===== config.mk =====
export PLATFORM = sky130hd
export DESIGN_NAME = hit_judge_flat
export DESIGN_NICKNAME = d
export VERILOG_FILES = /design/src/rtl/hit_judge_if.sv /design/src/rtl/hit_judge.sv /design/src/flat_wrapper.sv
export SDC_FILE = /design/constraint.sdc
export NUM_CORES = 1
export LEC_CHECK = 0
export BUFFER_PORTS_ARGS = -buffer_cell sky130_fd_sc_hd__buf_4
export CAP_MARGIN = 0
export CORE_UTILIZATION = 60
export CTS_BUF_LIST = sky130_fd_sc_hd__clkbuf_8 sky130_fd_sc_hd__clkbuf_16
export DETAILED_ROUTE_END_ITERATION = 12
export PLACE_DENSITY_LB_ADDON = 0.05
export SYNTH_ARGS = -nofsm -noshare
export SYNTH_HDL_FRONTEND = slang
export SYNTH_SLANG_ARGS = --single-unit

===== constraint.sdc =====
create_clock -name clk -period 8.1 [get_ports clk]
set_input_delay 0.405 -clock clk [delete_from_list [all_inputs] [get_ports clk]]
set_output_delay 0.405 -clock clk [all_outputs]
set_load 0.02 [all_outputs]

===== src/rtl/hit_judge_if.sv =====
// Lane/judgement signal bundle between the game core and hit_judge.
// The master side drives game state, buttons and zone levels; the slave returns pulses.
interface hit_judge_if #(
  parameter int unsigned LANES      = 4,
  parameter int unsigned STATE_BITS = 1
);
  logic [STATE_BITS:0] state;
  logic [LANES-1:0]    btn;
  logic [LANES-1:0]    laneInZone;
  logic                correctHit;
  logic                incorrectHit;
  logic                eventDropped;

  modport master (
    output state, btn, laneInZone,
    input  correctHit, incorrectHit, eventDropped
  );

  modport slave (
    input  state, btn, laneInZone,
    output correctHit, incorrectHit, eventDropped
  );
endinterface


===== src/rtl/hit_judge.sv =====
// Debounces lane buttons, judges presses against arrows in the hit zone and serialises
// the resulting correct/incorrect judgements as single-cycle pulses separated by a gap.
module hit_judge #(
  parameter int unsigned         STATE_BITS      = 1,
  parameter logic [STATE_BITS:0] STATE_RESET     = (STATE_BITS+1)'(0),
  parameter logic [STATE_BITS:0] STATE_GAME      = (STATE_BITS+1)'(1),
  parameter int unsigned         LANES           = 4,
  parameter int unsigned         DEBOUNCE_CYCLES = 250000,
  parameter int unsigned         PEND_MAX        = 7
) (
  input logic        clk,
  input logic        rst,
  hit_judge_if.slave bus
);

  localparam int unsigned CntW = (DEBOUNCE_CYCLES > 1) ? $clog2(DEBOUNCE_CYCLES) : 1;

  typedef enum logic [1:0] {LnEmpty, LnArmed, LnSpent} lane_st_e;
  typedef enum logic [1:0] {EmIdle, EmPulse, EmGap} emit_st_e;

  logic [LANES-1:0] r_sync1, r_sync2, r_db, r_db_prev;
  logic [CntW-1:0]  r_db_cnt [LANES];
  lane_st_e         r_lane [LANES];
  lane_st_e         w_lane_next [LANES];
  emit_st_e         r_em, w_em_next;
  logic [2:0]       r_pend_c, r_pend_i, w_pend_c_next, w_pend_i_next;
  logic             r_dropped, r_correct, r_incorrect;

  logic [LANES-1:0] w_press, w_ev_c, w_ev_i;
  logic [15:0]      w_n_c, w_n_i, w_sum_c, w_sum_i;
  logic             w_take_c, w_take_i, w_drop, w_game, w_st_reset;

  assign w_game     = (bus.state == STATE_GAME);
  assign w_st_reset = (bus.state == STATE_RESET);
  assign w_press    = r_db & ~r_db_prev;

  // Debouncers keep running in every game state; only rst clears them.
  always_ff @(posedge clk) begin
    if (rst) begin
      r_sync1   <= '0;
      r_sync2   <= '0;
      r_db      <= '0;
      r_db_prev <= '0;
      for (int i = 0; i < int'(LANES); i++) r_db_cnt[i] <= '0;
    end else begin
      r_sync1   <= bus.btn;
      r_sync2   <= r_sync1;
      r_db_prev <= r_db;
      for (int i = 0; i < int'(LANES); i++) begin
        if (r_sync2[i] != r_db[i]) begin
          if (r_db_cnt[i] == CntW'(DEBOUNCE_CYCLES - 1)) begin
            r_db[i]     <= ~r_db[i];
            r_db_cnt[i] <= '0;
          end else begin
            r_db_cnt[i] <= r_db_cnt[i] + 1'b1;
          end
        end else begin
          r_db_cnt[i] <= '0;
        end
      end
    end
  end

  always_comb begin
    w_ev_c = '0;
    w_ev_i = '0;
    w_n_c  = '0;
    w_n_i  = '0;
    for (int i = 0; i < int'(LANES); i++) begin
      w_lane_next[i] = r_lane[i];
      if (w_game) begin
        unique case (r_lane[i])
          LnEmpty: begin
            if (w_press[i])             w_ev_i[i] = 1'b1;
            else if (bus.laneInZone[i]) w_lane_next[i] = LnArmed;
          end
          LnArmed: begin
            // A press in the same cycle the arrow leaves still counts as a hit.
            if (w_press[i]) begin
              w_ev_c[i]      = 1'b1;
              w_lane_next[i] = bus.laneInZone[i] ? LnSpent : LnEmpty;
            end else if (!bus.laneInZone[i]) begin
              w_ev_i[i]      = 1'b1;
              w_lane_next[i] = LnEmpty;
            end
          end
          LnSpent: begin
            if (w_press[i])              w_ev_i[i] = 1'b1;
            else if (!bus.laneInZone[i]) w_lane_next[i] = LnEmpty;
          end
          default: w_lane_next[i] = LnEmpty;
        endcase
      end else begin
        w_lane_next[i] = LnEmpty;
      end
      w_n_c = w_n_c + 16'(w_ev_c[i]);
      w_n_i = w_n_i + 16'(w_ev_i[i]);
    end
  end

  always_ff @(posedge clk) begin
    for (int i = 0; i < int'(LANES); i++) begin
      if (rst) r_lane[i] <= LnEmpty;
      else     r_lane[i] <= w_lane_next[i];
    end
  end

  // Emitter: incorrect judgements drain first; pause lets a PULSE/GAP finish.
  always_comb begin
    w_em_next = r_em;
    w_take_c  = 1'b0;
    w_take_i  = 1'b0;
    unique case (r_em)
      EmIdle, EmGap: begin
        w_em_next = EmIdle;
        if (w_game && (r_pend_i != '0 || r_pend_c != '0)) begin
          w_em_next = EmPulse;
          if (r_pend_i != '0) w_take_i = 1'b1;
          else                w_take_c = 1'b1;
        end
      end
      EmPulse: w_em_next = EmGap;
      default: w_em_next = EmIdle;
    endcase
    if (w_st_reset) begin
      w_em_next = EmIdle;
      w_take_c  = 1'b0;
      w_take_i  = 1'b0;
    end
  end

  always_comb begin
    w_drop  = 1'b0;
    w_sum_c = 16'(r_pend_c) + w_n_c - 16'(w_take_c);
    w_sum_i = 16'(r_pend_i) + w_n_i - 16'(w_take_i);
    if (w_sum_c > 16'(PEND_MAX)) begin
      w_pend_c_next = 3'(PEND_MAX);
      w_drop        = 1'b1;
    end else begin
      w_pend_c_next = w_sum_c[2:0];
    end
    if (w_sum_i > 16'(PEND_MAX)) begin
      w_pend_i_next = 3'(PEND_MAX);
      w_drop        = 1'b1;
    end else begin
      w_pend_i_next = w_sum_i[2:0];
    end
  end

  always_ff @(posedge clk) begin
    if (rst || w_st_reset) begin
      r_pend_c  <= '0;
      r_pend_i  <= '0;
      r_dropped <= 1'b0;
    end else begin
      r_pend_c  <= w_pend_c_next;
      r_pend_i  <= w_pend_i_next;
      r_dropped <= r_dropped | w_drop;
    end
  end

  always_ff @(posedge clk) begin
    if (rst) begin
      r_em        <= EmIdle;
      r_correct   <= 1'b0;
      r_incorrect <= 1'b0;
    end else begin
      r_em        <= w_em_next;
      r_correct   <= w_take_c;
      r_incorrect <= w_take_i;
    end
  end

  assign bus.correctHit   = r_correct;
  assign bus.incorrectHit = r_incorrect;
  assign bus.eventDropped = r_dropped;

endmodule


===== src/flat_wrapper.sv =====
// flat-port wrapper written by rule: the top's interface ports become plain ports
module hit_judge_flat 
#(
  parameter int unsigned         STATE_BITS      = 1,
  parameter logic [STATE_BITS:0] STATE_RESET     = (STATE_BITS+1)'(0),
  parameter logic [STATE_BITS:0] STATE_GAME      = (STATE_BITS+1)'(1),
  parameter int unsigned         LANES           = 4,
  parameter int unsigned         DEBOUNCE_CYCLES = 250000,
  parameter int unsigned         PEND_MAX        = 7
)
  (clk, rst, bus_state, bus_btn, bus_laneInZone, bus_correctHit, bus_incorrectHit, bus_eventDropped);
  hit_judge_if #(.LANES(LANES), .STATE_BITS(STATE_BITS)) bus_i ();
  input logic clk;
  input logic rst;
  input wire logic [$bits(bus_i.state)-1:0] bus_state;
  input wire logic [$bits(bus_i.btn)-1:0] bus_btn;
  input wire logic [$bits(bus_i.laneInZone)-1:0] bus_laneInZone;
  output wire logic [$bits(bus_i.correctHit)-1:0] bus_correctHit;
  output wire logic [$bits(bus_i.incorrectHit)-1:0] bus_incorrectHit;
  output wire logic [$bits(bus_i.eventDropped)-1:0] bus_eventDropped;
  assign bus_i.state = bus_state;
  assign bus_i.btn = bus_btn;
  assign bus_i.laneInZone = bus_laneInZone;
  assign bus_correctHit = bus_i.correctHit;
  assign bus_incorrectHit = bus_i.incorrectHit;
  assign bus_eventDropped = bus_i.eventDropped;
  hit_judge #(.STATE_BITS(STATE_BITS), .STATE_RESET(STATE_RESET), .STATE_GAME(STATE_GAME), .LANES(LANES), .DEBOUNCE_CYCLES(DEBOUNCE_CYCLES), .PEND_MAX(PEND_MAX)) u_core (.clk(clk), .rst(rst), .bus(bus_i));
endmodule

# Yosys cells after proc, flatten, opt, wreduce, memory -nomap -nowiden
# Memories as Yosys holds them, arrays and structs flattened.
# Cells that the tools add are included.
# totals
out_inout_bits	3
input_bits	12
regBits	27
ram_bits	80
memories	2
# op_classes
bitwise	23
order_cmp	2
n_addsub	14
n_mux	137
n_reduce_logical	21
eq_ne	19
# mem_list
memory	depth	width	rd	rd_ports_with_merged_regs	write_ports	line_no	source
u_core.r_db_cnt	4	18	4	0	4	hit_judge.sv:22	logic [CntW-1:0] r_db_cnt [LANES];
u_core.r_lane	4	2	4	0	4	hit_judge.sv:23	lane_st_e r_lane [LANES];
# ops
cell	n
$mux W18	12
$mux W1	82
$add A18 B1 Y18 const B	4
$eq A18 B18 Y1 const B	4
$add A16 B1 Y16	4
$mux W2	32
$add A3 B16 Y16	2
$gt A16 B3 Y1 const B	2
$sub A16 B1 Y16	2
$pmux W2 S3	4
$or A1 B1 Y1	17
$eq A2 B1 Y1 const B	6
$logic_not A2 Y1	6
$reduce_or A2 Y1	6
$eq A2 B2 Y1 const B	5
$pmux W1 S2	4
$reduce_and A2 Y1	4
$mux W3	2
$reduce_bool A3 Y1	2
$add A1 B1 Y2	2
$and A4 B4 Y4	1
$ne A1 B1 Y1	4
$not A1 Y1	4
$not A4 Y4	1
other kinds (3)	4

# Depth between registers and ports, before layout
# logic_depth
word_depth	14
depth_mapped	19

# Worst setup path before layout
# No wires, ideal clock.
# synth_timing
kind	reg2reg
startpoint	register u_core.r_pend_i[1]
endpoint	register u_core.r_dropped, in the netlist u_core.bus.eventDropped
arrival_ns	4.027
stages_incl_launch_ff	18
path_buffers	0
path_slack_ns	3.936
setup_time_ns	0.137
required_ns	7.963
period_less_slack_ns	4.164
cell_sequence	dfxtp_1 -> or3_1 -> o41ai_1 -> nor2_1 -> ha_1 -> inv_1 -> fa_1 -> ha_1 -> inv_1 -> fa_1 -> nor2b_1 -> o21a_1 -> nor2_1 -> ha_1 -> nor4b_1 -> o311ai_0 -> a21oi_1 -> a31oi_1
# synth_between
word_cells_on_any_way	19
classes_between	3 x add/sub; 2 x order compare; 10 x mux; 1 x bitwise; 3 x reduce/logical
# synth_rtl
element	line_no	source
start: declaration	hit_judge.sv:26	logic [2:0] r_pend_c, r_pend_i, w_pend_c_next, w_pend_i_next;
start signal: assignment	hit_judge.sv:157	r_pend_i <= w_pend_i_next;
$reduce_bool A3 Y1 *	hit_judge.sv:116, hit_judge.sv:118	
$logic_or A1 B1 Y1	hit_judge.sv:116	if (w_game && (r_pend_i != '0 || r_pend_c != '0)) begin
$logic_and A1 B1 Y1	hit_judge.sv:116	
$mux W1 *	hit_judge.sv:116	
$mux W1 *	hit_judge.sv:113	unique case (r_em)
$mux W1 *	hit_judge.sv:125	if (w_st_reset) begin
named net u_core.w_take_i	hit_judge.sv:31	logic w_take_c, w_take_i, w_drop, w_game, w_st_reset;
$sub A16 B1 Y16 *	hit_judge.sv:135	w_sum_i = 16'(r_pend_i) + w_n_i - 16'(w_take_i);
$gt A16 B3 Y1 *	hit_judge.sv:142	if (w_sum_i > 16'(PEND_MAX)) begin
$mux W1 *	hit_judge.sv:142	
$or A1 B1 Y1 *	hit_judge.sv:158	r_dropped <= r_dropped | w_drop;
end signal: assignment	hit_judge.sv:158	
end: declaration	hit_judge.sv:27	logic r_dropped, r_correct, r_incorrect;
# Mark *: on every way through the listed nets, which the timed path passes. The rest lies on a longest branch.
# A chain may end at the register's enable or synchronous reset.

# Worst setup path in the final report
# Same ends and word-level chain as after synthesis.

==> flow_metrics.tcl <==
set metrics [dict create \
    synthToLayoutAreaGrowth_pct 12.16 \
    avgSynthCellArea_um2 9.934 \
    gr-usage-met2_pct 34.77 \
    netlist_top_cells_area "edfxtp_1 37%, dfxtp_1 12%, xnor2_1 5.9%" \
    synth_cell_types 50 \
    end_kind "flip-flop" \
    clk_path_buf_depth 2 \
    dpl_cell_area_um2 6275 \
    stdcell_area_um2 6485 \
    drt_iter0_drc 138 \
    worst_pin_slew_ns 1.211 \
    min_to "u_core.r_sync1[3]" \
    peakVddDrop_mv 0.1248 \
    synth_warnings 0 \
    r2r_cells 17 \
    die_h_um 100.2 \
    fin_crit_ns 4.556 \
    cp.required_ns 8.34 \
    n_antenna_cell 0 \
    dp.cells 786 \
    finalNonFillerCells 802 \
    powerDensity_nw_per_um2 161.9 \
    status "complete, no violations" \
    grt_use_met1_pct 27.49 \
    core_um2 9284 \
    cap_violations 0 \
    cts_root_buf "clkbuf_8" \
    vias 4215 \
    period_share_pct 56.25 \
    reg2reg_from "u_core.r_pend_i[1]" \
    hold_depth 2 \
    grt_pass1_vias 3995 \
    io_pins 15 \
    ys.flop_type "edfxtp_1" \
    r2r_slack_ns 3.54 \
    utilization_pct 69.85 \
    start_util_pct 62.28 \
    reg2reg_to "u_core.bus.eventDropped" \
    synth_edf_count 72 \
    worstSetupPathType "reg -> reg" \
    async_flop_share_pct 0 \
    holdBufCountCts 0 \
    synthesis.instances 582 \
    rsz0062_at_grt "false" \
    grt_use_met3_pct 3.900 \
    ant_nets 0 \
    numPortBuffers 14 \
    fmax_mhz 219.5 \
    whs_ns 0.2253 \
    cp-start-kind "flip-flop" \
    maxSlewHeadroom_pct 18.75 \
    yosys.area.top_type "edfxtp_1" \
    nets 711 \
    drtPass1Iterations 4 \
    finClkSkew_ns 0.01660 \
    insertion_delay_ns 0.38 \
    power_mw 1.050 \
    finalSetupViolCount 0 \
    grt_antenna_before_repair 0 \
    route.detailed.drc 0 \
    die_area_um2 10030 \
    crit_arrival_ns 4.80 \
    vias_per_cell 5.256 \
    routed_wirelength_mm 9.697 \
    slew_viol_final 0 \
    die_w_um 100.2 \
    ys_seq_area_share_pct 49.17 \
    cts_buffers 9 \
    syn_area_um2 5782 \
    busiest_layer "met2" \
    drive_above_1_share_pct 6.092 \
    synth_top_area_share_pct 37.39 \
    tritoncts "done" \
    grt_overflow_total 0 \
    hold_class "in -> reg" \
    post_cts_resized 0 \
    leakage_nw 2.354 \
    numClockSinks 106 \
    post_drt_wl_per_cell_um 12.09 \
    worstPathMaxFanout 5 \
    grt_pass1_wl_mm 16.82 \
    hp-start "bus_btn[3]" \
    cts_setup_buffers 0 \
    hold_viol 0 \
    h-tree-depth 3 \
    clkTransAtPathRegs_ns 0.11 \
    grt_start_max_net_pins 29 \
    place_congestion 0.7740 \
    dpl.hpwl_mm 7.298 \
    track_usage_pct 20.92 \
    dpl_worst_slack_ns 3.558 \
    ys_ff_latch 106 \
    tns_ns 0 \
    setup_ws_ns 3.544 \
    rows 35 \
]
==> cells by family (layout without fill, tap and decap cells) <==
| kind of cell | Yosys count | in the layout | synth area share [%] |
|---|---|---|---|
| AND/OR/NAND/NOR | 269 | 269 | 24.95 |
| flip-flops | 106 | 106 | 49.17 |
| AO/OA/AOI/OAI | 68 | 68 | 6.752 |
| XOR/XNOR | 56 | 56 | 8.483 |
| buffers and inverters | 51 | 71 | 3.354 |
| adder cells (fa/ha/maj) | 31 | 31 | 7.228 |
| other | 1 | 72 | 0.06486 |
==> cell type report <==
| type | count | area [um2] |
|---|---|---|
| inverter | 41 | 153.9 |
| clock buffer | 9 | 123.9 |
| timing repair buffer | 14 | 105.1 |
| sequential | 106 | 2843 |
| multi-input combinational | 496 | 3012 |
| tap | 129 | 161.4 |
| clock inverter | 7 | 86.33 |
| fill | 763 | 2799 |
==> cell usage after synthesis, types with 2 or more instances <==
| cell | n |
|---|---|
| fa_1 | 4 |
| nor2b_1 | 20 |
| and3_1 | 8 |
| and4_1 | 3 |
| nand3_1 | 27 |
| edfxtp_1 | 72 |
| nand2_1 | 23 |
| and4b_1 | 2 |
| nor4b_1 | 7 |
| inv_1 | 41 |
| nand4_1 | 18 |
| dfxtp_1 | 34 |
| nor4_1 | 12 |
| a21oi_1 | 33 |
| xor2_1 | 17 |
| or2_2 | 2 |
| nand4_2 | 2 |
| o21ai_1 | 3 |
| o31ai_1 | 5 |
| nor2_1 | 82 |
| nor3_1 | 19 |
| nand2b_1 | 9 |
| or4_1 | 9 |
| or3_1 | 15 |
| nand4b_1 | 2 |
| or3b_2 | 2 |
| xnor2_1 | 39 |
| buf_2 | 2 |
| clkbuf_1 | 7 |
| ha_1 | 27 |
| o21ai_0 | 15 |
| nand3b_1 | 3 |
==> power by group <==
group          switching [mW]  internal, mW  total (mW)
combinational          0.0508        0.0381      0.0889
sequential             0.0215         0.598       0.620
clock                   0.192         0.149       0.341
==> critical path, cell delays in order (launching register included) <==
cell and delay, ns:
dfxtp_1 0.34, or3_1 0.41, o41ai_1 0.62, nor2_1 0.09, ha_1 0.30, inv_1 0.05, fa_1 0.53, ha_1 0.17
inv_1 0.06, fa_1 0.44, nor2b_1 0.16, o21a_1 0.13, nor2_1 0.05, ha_1 0.27, nor4b_1 0.21, o311ai_0 0.17
a21oi_1 0.31, a31oi_1 0.13
==> worst max path at each step <==
stage | startpoint | endpoint | slack, ns | cells after the start
after floorplan | u_core.r_pend_i[1] | u_core.bus.eventDropped | 3.94 | 17
after global placement | u_core.r_pend_i[1] | u_core.bus.eventDropped | 3.70 | 17
after detailed placement | u_core.r_pend_i[1] | u_core.bus.eventDropped | 3.56 | 17
after CTS | u_core.r_pend_i[1] | u_core.bus.eventDropped | 3.52 | 17
after global routing | u_core.r_pend_i[1] | u_core.bus.eventDropped | 3.13 | 17
final | u_core.r_pend_i[1] | u_core.bus.eventDropped | 3.54 | 17
==> metal layers <==
layer  vias up  routed length, um
met5         -                  0
met4         0                146
met3        11                238
met2        47               4581
met1      1971               4730
li1       2186                  -
==> flip-flops by register name, summed over array words and instances (netlist names) <==
register and flops:
u_core.r_db_prev 4, u_core.r_pend_i 3, u_core.r_pend_c 3, u_core.r_sync2 4, u_core.bus.incorrectHit 1, u_core.r_db 4, u_core.r_sync1 4, u_core.bus.eventDropped 1
u_core.bus.correctHit 1, u_core.r_lane 8, u_core.r_em 1, u_core.r_db_cnt 72
==> cell usage in the layout (no fill, tap or decap), drive strengths merged, types with 2 or more instances in the layout <==
master  count
nand4      20
a21oi      33
conb       72
edfxtp     72
and3        8
nor4b       7
o31ai       5
and4        3
clkinv      2
nor4       12
nor2b      20
clkbuf      9
nand3b      3
nor3       19
inv        44
and4b       2
or3        16
dfxtp      34
xor2       17
ha         27
nor2       82
buf        14
nand3      28
or4        10
fa          4
or2         3
xnor2      39
nand2      23
or3b        2
nand4b      2
o21ai      19
nand2b      9
(Power assumes the default switching activity.)
